<file path="src/rtl/mmio_uart_tx.sv">
// Memory-mapped UART transmitter: TXDATA/STATUS/DIVISOR registers, byte FIFO,
// and an 8N1 serializer whose bit period is latched from DIVISOR at frame start.
module mmio_uart_tx #(
    parameter int unsigned           WIDTH      = 32,
    parameter int unsigned           ADDR_WIDTH = 32,
    parameter logic [ADDR_WIDTH-1:0] BASE_ADDR  = 32'hFFFF_FF00,
    parameter int unsigned           CLK_DIV    = 16,
    parameter int unsigned           FIFO_DEPTH = 8
) (
    input  logic                  clk,
    input  logic                  rst,
    input  logic                  memread_i,
    input  logic                  memwrite_i,
    input  logic [ADDR_WIDTH-1:0] memaddr_i,
    input  logic [WIDTH-1:0]      memwdata_i,
    output logic [WIDTH-1:0]      memrdata_o,
    output logic                  sel_o,
    output logic                  tx_o
);

    localparam int unsigned PW = $clog2(FIFO_DEPTH);
    localparam int unsigned CW = PW + 1;

    typedef enum logic [1:0] {StIdle, StStart, StData, StStop} state_e;

    state_e          state_q, state_d;
    logic [7:0]      fifo_q [FIFO_DEPTH];
    logic [PW-1:0]   wr_ptr_q, wr_ptr_d, rd_ptr_q, rd_ptr_d;
    logic [CW-1:0]   count_q, count_d;
    logic            ovf_q, ovf_d;
    logic [15:0]     div_q, div_d;
    logic [15:0]     bit_div_q, bit_div_d;
    logic [15:0]     cnt_q, cnt_d;
    logic [2:0]      bit_idx_q, bit_idx_d;
    logic [7:0]      shift_q, shift_d;

    logic            hit, wr_en, push, push_ok, pop, full, empty, busy, bit_end;
    logic [1:0]      off;
    logic [4:0]      count_ext;
    logic            unused_bits;

    assign hit       = (memaddr_i[ADDR_WIDTH-1:4] == BASE_ADDR[ADDR_WIDTH-1:4]);
    assign sel_o     = hit;
    assign off       = memaddr_i[3:2];
    assign wr_en     = memwrite_i & hit;
    assign push      = wr_en & (off == 2'd0);
    assign full      = (count_q == CW'(FIFO_DEPTH));
    assign empty     = (count_q == '0);
    assign busy      = (state_q != StIdle);
    // A pop in the same cycle frees a slot, so a push into a full FIFO still lands.
    assign push_ok   = push & (~full | pop);
    assign bit_end   = (cnt_q == bit_div_q - 16'd1);
    assign count_ext = 5'(count_q);
    assign unused_bits = ^{memaddr_i[1:0], memwdata_i[WIDTH-1:16]};

    always_comb begin
        state_d   = state_q;
        cnt_d     = cnt_q;
        bit_idx_d = bit_idx_q;
        shift_d   = shift_q;
        bit_div_d = bit_div_q;
        pop       = 1'b0;
        unique case (state_q)
            StIdle: begin
                if (!empty) begin
                    pop       = 1'b1;
                    shift_d   = fifo_q[rd_ptr_q];
                    bit_div_d = div_q;
                    cnt_d     = '0;
                    state_d   = StStart;
                end
            end
            StStart: begin
                if (bit_end) begin
                    cnt_d     = '0;
                    bit_idx_d = '0;
                    state_d   = StData;
                end else begin
                    cnt_d = cnt_q + 16'd1;
                end
            end
            StData: begin
                if (bit_end) begin
                    cnt_d = '0;
                    if (bit_idx_q == 3'd7) begin
                        state_d = StStop;
                    end else begin
                        bit_idx_d = bit_idx_q + 3'd1;
                    end
                end else begin
                    cnt_d = cnt_q + 16'd1;
                end
            end
            StStop: begin
                if (bit_end) begin
                    cnt_d = '0;
                    if (!empty) begin
                        pop       = 1'b1;
                        shift_d   = fifo_q[rd_ptr_q];
                        bit_div_d = div_q;
                        state_d   = StStart;
                    end else begin
                        state_d = StIdle;
                    end
                end else begin
                    cnt_d = cnt_q + 16'd1;
                end
            end
            default: state_d = StIdle;
        endcase
    end

    always_comb begin
        wr_ptr_d = wr_ptr_q;
        rd_ptr_d = rd_ptr_q;
        count_d  = count_q;
        ovf_d    = ovf_q;
        div_d    = div_q;
        if (push_ok) wr_ptr_d = wr_ptr_q + PW'(1);
        if (pop)     rd_ptr_d = rd_ptr_q + PW'(1);
        case ({push_ok, pop})
            2'b10:   count_d = count_q + CW'(1);
            2'b01:   count_d = count_q - CW'(1);
            default: count_d = count_q;
        endcase
        if (wr_en && off == 2'd1) begin
            ovf_d = 1'b0;
        end else if (push && !push_ok) begin
            ovf_d = 1'b1;
        end
        if (wr_en && off == 2'd2) begin
            div_d = (memwdata_i[15:0] == 16'd0) ? 16'd1 : memwdata_i[15:0];
        end
    end

    always_comb begin
        memrdata_o = '0;
        if (memread_i && hit) begin
            case (off)
                2'd1:    memrdata_o[8:0]  = {count_ext, ovf_q, busy, empty, full};
                2'd2:    memrdata_o[15:0] = div_q;
                default: memrdata_o       = '0;
            endcase
        end
    end

    always_comb begin
        tx_o = 1'b1;
        case (state_q)
            StStart: tx_o = 1'b0;
            StData:  tx_o = shift_q[bit_idx_q];
            default: tx_o = 1'b1;
        endcase
    end

    always_ff @(posedge clk) begin
        if (push_ok) fifo_q[wr_ptr_q] <= memwdata_i[7:0];
    end

    always_ff @(posedge clk or negedge rst) begin
        if (!rst) begin
            state_q   <= StIdle;
            wr_ptr_q  <= '0;
            rd_ptr_q  <= '0;
            count_q   <= '0;
            ovf_q     <= 1'b0;
            div_q     <= 16'(CLK_DIV);
            bit_div_q <= 16'(CLK_DIV);
            cnt_q     <= '0;
            bit_idx_q <= '0;
            shift_q   <= '0;
        end else begin
            state_q   <= state_d;
            wr_ptr_q  <= wr_ptr_d;
            rd_ptr_q  <= rd_ptr_d;
            count_q   <= count_d;
            ovf_q     <= ovf_d;
            div_q     <= div_d;
            bit_div_q <= bit_div_d;
            cnt_q     <= cnt_d;
            bit_idx_q <= bit_idx_d;
            shift_q   <= shift_d;
        end
    end

endmodule

</file>
<file path="config.mk">
export PLATFORM = sky130hd
export DESIGN_NAME = mmio_uart_tx
export DESIGN_NICKNAME = d
export VERILOG_FILES = /design/src/rtl/mmio_uart_tx.sv
export SDC_FILE = /design/constraint.sdc
export NUM_CORES = 1
export LEC_CHECK = 0
export ABC_CLOCK_PERIOD_IN_PS = 4800
export BUFFER_PORTS_ARGS = -buffer_cell sky130_fd_sc_hd__buf_2
export CAP_MARGIN = 20
export CORE_AREA = 10 10 127 129
export CTS_BUF_LIST = sky130_fd_sc_hd__clkbuf_8
export CTS_CLUSTER_SIZE = 24
export DETAILED_ROUTE_END_ITERATION = 10
export DIE_AREA = 0 0 137 139
export PLACE_DENSITY = 0.84
export SLEW_MARGIN = 5
export SYNTH_ARGS = -nofsm -noshare
export SYNTH_HDL_FRONTEND = slang
export SYNTH_SLANG_ARGS = --single-unit
</file>
<file path="constraint.sdc">
create_clock -name clk -period 4.8 [get_ports clk]
set_input_delay 0.48 -clock clk [delete_from_list [all_inputs] [get_ports clk]]
set_output_delay 0.48 -clock clk [all_outputs]
set_load 0.005 [all_outputs]
</file>
==> results by group <==
Critical path
  – Reg2reg start: bit_div_q[0]
  – CP max stage delay: 0.63 ns
  – Worst path buffer plus inverter count: 2
  – R2r endpoint: count_q[3]
  – Critical path endpoint: count_q[3]
  – R2R depth: 15
  – Worst setup SP type: register
  – R2r setup slk: around 0.46 ns
  – Worst path most repeated cell: inv_1
  – CP endpoint kind: register
  – Worst path slowest cell: or4b_2
  – Worst Path Class, Setup: reg2reg
  – WP data required: a little over 5 ns
  – Crit path arrival time: 4.70 ns
  – Critical path fanouts, max: 11
  – Levels on crit path: 15
  – Setup crit start: bit_div_q[0]
  – Largest delay share family, worst path: simple AND/OR/NAND/NOR gates
  – Crit-path cells: inv_1 -> ha_2 -> or4b_2 -> or3_4 -> nor3b_1 -> a2111o_1 -> and2_4 -> a31o_2 -> nand3_1 -> inv_1 -> ha_1 -> a21o_1 -> a21oi_1 -> a41oi_1 -> a211oi_1

Final layout
  – Multi-input logic area: 0.00331 mm^2
  – Layout cells sized above 1: a little under a third
  – Area grow syn2layout: 11.4%
  – Register area: approximately 0.0037 mm^2
  – Fillers: 1035
  – Final #Nets: ~730
  – Post-route cell area: 0.00818 mm^2
  – Ant. Diodes: 0

STA
  – Fmax: 230 MHz
  – Final Cycle Share: 90.5%
  – Final Critical Period: between 4 and 5 ns
  – Post-route setup slack: roughly 0.46 ns
  – Slew HR: approximately a third
  – Worst-Margin Slew: roughly 0.98 ns
  – Hold Fails Final Rpt: 0
  – Final setup fails: 0
  – Slew Viols, Final: 0
  – Setup TNS: 0 ns
  – RSZ-0062 raised after global routing: false
  – Setup Skew: ~0.019 ns
  – Hold Slack: 0.261 ns

Clock tree
  – Max clock buf depth: 2
  – CTS tree: done
  – Setup Buffers After CTS: 0
  – # clock sinks: about 140
  – CTS clk-pin slew, worst paths: roughly 0.070 ns
  – CTS Hold Bufs: 0
  – Resized cells post-CTS: 0
  – H-tree depth: 4
  – Clk_lat worst skew: between 0.4 and 0.5 ns
  – Root Buffer: clkbuf_8
  – Total CTS buffers: 17

Global route
  – Pin count of the biggest net entering global routing: 73
  – Gr usage total: between 10% and 20%
  – Overflow after GRT: 0
  – First-pass GRT wire length: approximately 27000 um
  – Vias in the first global route: about 5000
  – Antenna violations before repair: 0

Logic synthesis
  – Synth async-reset ratio: a little over half
  – Synth area leaders: edfxtp_1, dfrtp_1, mux4_2
  – Ys Warns: 0
  – Syn Std Cell Area: ~0.0073 mm^2
  – Synth Register Bits: between 100 and 150
  – Synth top area share: a little over a quarter
  – Top cells by count, synth: dfrtp_1, edfxtp_1, mux2_2, nand2_1, nor2_1
  – Most numerous cell in the Yosys netlist: dfrtp_1
  – Top FF cell, synth: dfrtp_1
  – Syn Inst Count: ~580
  – Leading area contributor after synthesis: edfxtp_1
  – Seq/Total Area, Yosys: between 50% and 60%
  – Post-synth EDFFs: between 60 and 70
  – Synth unique cells: 72
  – Mean Syn Cell Area: 12.6 um^2

Run status
  – Status: completed

Floorplanning
  – Die area: 0.0190 mm^2
  – Initial core utilization: about 54%
  – Row Count: 43
  – Die height: approximately 140 um
  – Die Wd: between 100 and 150 um
  – Number of I/O pins: around 100
  – Core area: roughly 0.014 mm^2

Drt
  – Avg WL per Cell: slightly below 20 um
  – Vias/cell: between 6 and 7
  – Post-Route WL: 16400 um
  – Drt first pass iters: 5
  – DR iter-0 viols: 507
  – Remaining antenna violation count after routing: 0
  – DRC: 0
  – DR vias: just over 5000

Pwr
  – Post-layout power: 2200 uW
  – Peak supply drop: between 0.15 and 0.2 mV
  – Pwr per Cell Area: roughly 270 mW/mm^2
  – Leakage: between 0.003 and 0.004 uW

Placement
  – IO Port Bufs: between 60 and 70
  – Worst Setup Slack post-DPL: about 0.29 ns
  – Detail Placement HPWL: ~12000 um
  – GPL Wtd Cong: 0.894
  – DP Area: ~0.0078 mm^2

Job
  – Max Cap Violations: 0

Worst hold path
  – Type of the worst min-delay path: in2async
==> kinds of logic (layout without fill, tap and decap cells) <==
family                   count (synthesis)  count (layout)  share of synthesized area [%]
XOR/XNOR                                26              26                           3.10
AND/OR/NAND/NOR                        171             171                           13.0
multiplexers                            83              83                           16.4
flip-flops                             136             136                           50.8
other                                    1              16                         0.0511
adder cells (fa/ha/maj)                 17              17                           3.00
AO/OA/AOI/OAI                           79              79                           8.70
buffers and inverters                   69             132                           4.96
==> power breakdown <==
| group | internal, uW | switching (uW) |
|---|---|---|
| logic | 19.3 | 41.5 |
| registers | 1220 | 0.0000110 |
| clock network | 463 | 459 |
==> per-stage QoR <==
| step | utilization (%) | cells |
|---|---|---|
| floorplan | - | 597 |
| global placement | 56.8 | 807 |
| detailed placement | 56.8 | 807 |
| CTS | 59.7 | 839 |
| global route | 59.8 | 840 |
| finish | 59.8 | 840 |
==> routing by layer <==
metal | track usage [%] | vias up | wire length (um)
met4 | 7.55 | 0 | 389
met1 | 21.4 | 2554 | 6700
met5 | 0 | - | 0
met3 | 3.55 | 41 | 829
li1 | - | 2306 | -
met2 | 29.1 | 204 | 8510
==> worst min-delay path by stage <==
stage                        start       endpoint  slack [ns]  depth (start not counted)
finish                         rst  bit_div_q[13]        0.26                          2
global route        memwdata_i[13]      div_q[13]        0.27                          2
CTS                 memwdata_i[10]      div_q[10]        0.25                          2
detailed placement      shift_q[2]     shift_q[2]        0.50                          1
global placement        shift_q[7]     shift_q[7]        0.49                          1
floorplan                      rst   bit_div_q[0]        0.18                          0
==> layout make-up <==
class                   instances  area share, %
repair buffers                 79           5.45
flip-flops and latches        136           45.6
multi-input cells             392           40.5
inverters                      21          0.964
well taps                     180           2.75
clock buffers                  17           2.86
clock inverters                15           1.88
==> sequential cells by signal, indices dropped and copies added (netlist names) <==
register and cells:
bit_div_q 16, bit_idx_q 3, cnt_q 16, count_q 4, div_q 16, fifo_q 64, ovf_q 1, rd_ptr_q 3
shift_q 8, state_q 2, wr_ptr_q 3
==> placed cells by master (no fill, tap or decap), types with 8 or more instances in the layout <==
cell type and count:
nand2_1 31, mux2_4 21, mux2i_1 13, ha_1 15, clkbuf_8 17, a21oi_1 14, o21ai_0 9, nor3_1 10
nor4_1 12, buf_2 67, edfxtp_1 64, buf_4 10, xnor2_1 16, xor2_1 10, dfrtp_1 70, conb_1 16
nand3_1 18, a22oi_1 8, and3_1 19, inv_1 23, nor2_1 26, mux4_2 18, mux2_2 31, nand4_1 12
No activity file was read; power rests on OpenSTA's default activity.
